`config.mk`:
```
export PLATFORM = sky130hd
export DESIGN_NAME = periph_bus_master
export DESIGN_NICKNAME = d
export VERILOG_FILES = /design/src/rtl/periph_bus_master.sv
export SDC_FILE = /design/constraint.sdc
export NUM_CORES = 1
export LEC_CHECK = 0
export BUFFER_PORTS_ARGS = -buffer_cell sky130_fd_sc_hd__buf_2
export CORE_MARGIN = 2
export CORE_UTILIZATION = 54
export DETAILED_ROUTE_END_ITERATION = 12
export GPL_ROUTABILITY_DRIVEN = 0
export HOLD_SLACK_MARGIN = 0.03
export PLACE_DENSITY = 0.91
export SYNTH_ARGS = -nofsm -noshare
export SYNTH_HDL_FRONTEND = slang
export SYNTH_SLANG_ARGS = --single-unit
```
`constraint.sdc`:
```
create_clock -name clk -period 3.5 [get_ports clk]
set_input_delay 0.7 -clock clk [delete_from_list [all_inputs] [get_ports clk]]
set_output_delay 0.7 -clock clk [all_outputs]
set_load 0.03 [all_outputs]
```
`src/rtl/periph_bus_master.sv`:
```
// periph_bus_master: peripheral bus initiator running READ/WRITE/POLL commands (cmd_* in, rsp_* out, A/WD/WE/RD bus)
module periph_bus_master #(
  parameter int POLL_TIMEOUT = 1024,
  parameter int POLL_GAP = 4
) (
  input  logic        clk,
  input  logic        rst_n,
  input  logic        cmd_valid,
  output logic        cmd_ready,
  input  logic [1:0]  cmd_op,
  input  logic [3:0]  cmd_addr,
  input  logic [31:0] cmd_wdata,
  input  logic [31:0] cmd_mask,
  output logic        rsp_valid,
  input  logic        rsp_ready,
  output logic [31:0] rsp_data,
  output logic [1:0]  rsp_status,
  output logic [3:0]  A,
  output logic [31:0] WD,
  output logic        WE,
  input  logic [31:0] RD
);
  localparam int CW = $clog2(POLL_TIMEOUT) + 1;
  localparam int GW = $clog2(POLL_GAP + 2);
  typedef enum logic [1:0] {IDLE, ISSUE, GAP, RESP} state_t;
  state_t state;
  logic [1:0] op;
  logic [3:0] addr;
  logic [31:0] wdata, mask;
  logic [CW-1:0] att, att_nx;
  logic [GW-1:0] gap_cnt;
  logic hit;
  always_comb begin
    att_nx = (att == CW'(POLL_TIMEOUT)) ? att : att + 1'b1;
    hit = ((RD ^ wdata) & mask) == '0;
  end
  always_ff @(posedge clk) begin
    if (!rst_n) begin
      state <= IDLE;
      cmd_ready <= 1'b1;
      rsp_valid <= 1'b0;
      rsp_data <= '0;
      rsp_status <= '0;
      A <= '0;
      WD <= '0;
      WE <= 1'b0;
      att <= '0;
      gap_cnt <= '0;
      op <= '0;
      addr <= '0;
      wdata <= '0;
      mask <= '0;
    end else begin
      case (state)
        IDLE: if (cmd_valid && cmd_ready) begin
          cmd_ready <= 1'b0;
          op <= cmd_op;
          addr <= cmd_addr;
          wdata <= cmd_wdata;
          mask <= cmd_mask;
          att <= '0;
          gap_cnt <= '0;
          if (cmd_op == 2'd3) begin
            state <= RESP;
            rsp_valid <= 1'b1;
            rsp_data <= '0;
            rsp_status <= 2'd2;
          end else begin
            state <= ISSUE;
            A <= cmd_addr;
            WD <= (cmd_op == 2'd1) ? cmd_wdata : '0;
            WE <= cmd_op == 2'd1;
          end
        end
        ISSUE: begin
          WE <= 1'b0;
          WD <= '0;
          if (op == 2'd2) begin
            att <= att_nx;
            if (hit || att_nx == CW'(POLL_TIMEOUT)) begin
              state <= RESP;
              rsp_valid <= 1'b1;
              rsp_data <= RD;
              rsp_status <= hit ? 2'd0 : 2'd1;
              A <= '0;
            end else if (POLL_GAP != 0) begin
              state <= GAP;
              gap_cnt <= '0;
            end
          end else begin
            state <= RESP;
            rsp_valid <= 1'b1;
            rsp_data <= (op == 2'd1) ? wdata : RD;
            rsp_status <= 2'd0;
            A <= '0;
          end
        end
        GAP: if (gap_cnt == GW'(POLL_GAP - 1)) begin
          state <= ISSUE;
          gap_cnt <= '0;
        end else gap_cnt <= gap_cnt + 1'b1;
        RESP: if (rsp_ready) begin
          state <= IDLE;
          rsp_valid <= 1'b0;
          cmd_ready <= 1'b1;
        end
        default: state <= IDLE;
      endcase
    end
  end
endmodule

```
==> flow_summary.ini <==
[global_route]
grt_pass1_vias = 6710
grt_max_degree = 86
overflow = 0
grtUsageTotal = 0.298
antenna_found_initial = 3
grt_pass1_wl_mm = 33.8

[critical_path]
rr_endpoint = rsp_data[8]
r2r-start = att[0]
worstSetupPathType = reg2reg
cp-start-kind = register
cp-end-kind = register
reg2regPathDepth = 9
crit_fanout = 35
r2r_setup_slack_ns = 0.67
crit_required_ns = 3.82
cp_data_arrival_time_ns = 3.15

[logic_synthesis]
synth_ff_type = dfxtp_1
async_flop_share = 0
synthesis.nets = 1003
yosys.cell_types.count = 47
ys.warnings.count = 0
synth_edf_count = 0
synth.avg_cell_area_um2 = 8.27
seq_area_frac_synth = 0.420
postSynthCellCount = 894
syn_area_um2 = 7390
ys_ff_latch = 155

[clock_tree]
cts_tree = done
cts_buffer_depth = 2
root_buffer = clkbuf_16
ctsResizeCount = 0
cts.hold.buffers_added = 0
cts_setup_buffers = 0
htreeDepth = 4
clkSinkCount = 155
cts.clk_slew.worst_paths_ns = 0.06
clock_latency_ns = 0.44
cts_made_buffers = 17

[drt]
drt-pass1-iter-count = 5
via_per_inst = 5.90
drc = 0
vias = 7215
drtIter0Drc = 805
wl_per_cell_um = 17.7
antenna_left = 0
totalWireLength_mm = 21.7

[power]
p_per_area_nw_per_um2 = 694
p_leak_nw = 3.84
vdd_drop_max_v = 0.000387

[finish]
seqCellArea_um2 = 3100
final_nets = 1142
multi_input_area_um2 = 3970
finalCoreUtilization = 0.671
layout_commonest_cell = nand2_1
final_cell_mix = nand2_1, buf_2, dfxtp_1, nor2_1, a21boi_0
area_growth_syn_to_layout_pct = 20.7
drive_gt1_frac = 0.225
fillers = 1059

[sta]
fmax_mhz = 353
setup_ws_ns = 0.670
worstMarginPinSlew_ns = 1.14
holdWs_ns = 0.465
finalSetupViolations = 0
min_period_ns = 2.83
slew_headroom = 0.235
finalHoldViolations = 0
rsz0062_at_grt = false
final_max_slew_viol_count = 0
timing.final.crit_share = 0.809
clock-skew-final_ns = 0.00937
setup_tns_ns = 0

[status]
status = completed

[hold_path]
hold_depth = 2
hp-start = mask[14]
worstHoldPathType = reg2reg
min_to = mask[14]

[floorplanning]
row_count = 42
pin_count = 179
dieWidth_um = 121
fp.coreArea_um2 = 13300
die_h_um = 121
die_area_um2 = 14600
start_util = 0.556

[placement]
place_ws_ns = 0.696
port_buffers = 178
hpwl_mm = 14.8

[run]
maxCapViolCount = 0
==> worst max-delay path, cell delays in order, from the launching register on <==
cell	delay (ns)
dfxtp_1	0.37
inv_1	0.10
ha_1	0.14
or4bb_1	0.53
nor4_4	0.24
mux2i_1	0.17
nor4_2	0.53
nor3_4	0.08
buf_4	0.27
o31ai_1	0.29
==> kinds of logic after synthesis <==
group | count (synthesis) | share of synthesized area
flops | 155 | 0.420
mux | 34 | 0.0460
buf+inv | 74 | 0.0472
fa+ha+maj | 3 | 0.00508
simple gates | 354 | 0.216
compound gates | 242 | 0.228
xor+xnor | 32 | 0.0379
==> how the worst max path moves through the flow <==
| stage | start | end | slack (ns) | depth (start not counted) |
|---|---|---|---|---|
| finish | att[0] | rsp_data[8] | 0.67 | 9 |
| global route | att[0] | rsp_data[8] | 0.51 | 9 |
| CTS | att[0] | rsp_data[8] | 0.69 | 9 |
| detailed placement | RD[13] | rsp_data[12] | 0.70 | 9 |
| global placement | RD[13] | gap_cnt[0] | 0.69 | 9 |
| floorplan | att[0] | rsp_data[15] | 1.03 | 10 |
==> state kept, by name (all words and copies together) (netlist names) <==
register / cells
A: 4
mask: 32
state: 2
gap_cnt: 3
op: 2
rsp_status: 2
cmd_ready: 1
att: 11
WD: 32
rsp_valid: 1
WE: 1
wdata: 32
rsp_data: 32
==> report_power, final <==
group | internal (mW) | leakage, nW | total, mW | switching (mW)
clock | 1.16 | 0.307 | 1.95 | 0.794
sequential | 2.06 | 1.26 | 2.30 | 0.243
combinational | 0.580 | 2.27 | 1.93 | 1.35
total | 3.80 | 3.84 | 6.19 | 2.39
==> through the flow <==
step / std cells / area [um^2] / power (mW)
after floorplan: 894 / 7390 / 3.61
after CTS: 1222 / 8920 / 6.15
after global placement: 1190 / 8290 / 4.17
after detailed placement: 1190 / 8290 / 4.21
after global routing: 1223 / 8920 / 6.46
final: 1223 / 8920 / 6.19
==> routing by layer <==
metal  global-route usage  wire length (um)  vias to the layer above
met5                    0                 0                        -
met4                0.143               853                        0
met3               0.0888              2210                       79
met2                0.468             10000                      400
met1                0.373              8630                     3319
li1                     -                 -                     3417
==> cell type report <==
type,instances,area share
well taps,176,0.0247
flip-flops and latches,155,0.348
clock inverters,14,0.0208
multi-input cells,665,0.445
inverters,3,0.00126
repair buffers,191,0.111
diodes,1,0.000281
clock buffers,18,0.0492
==> synth_stat cells, drive strengths merged (20+ instances only) <==
library cell	instances	area share
nand2	185	0.094
nor2b	40	0.034
clkbuf	62	0.031
a31oi	36	0.030
dfxtp	155	0.42
a21boi	66	0.067
mux2i	34	0.046
o21ai	22	0.015
o31ai	33	0.034
a21oi	20	0.014
xor2	32	0.038
a22oi	49	0.050
nor2	76	0.039
(Power assumes the default switching activity.)
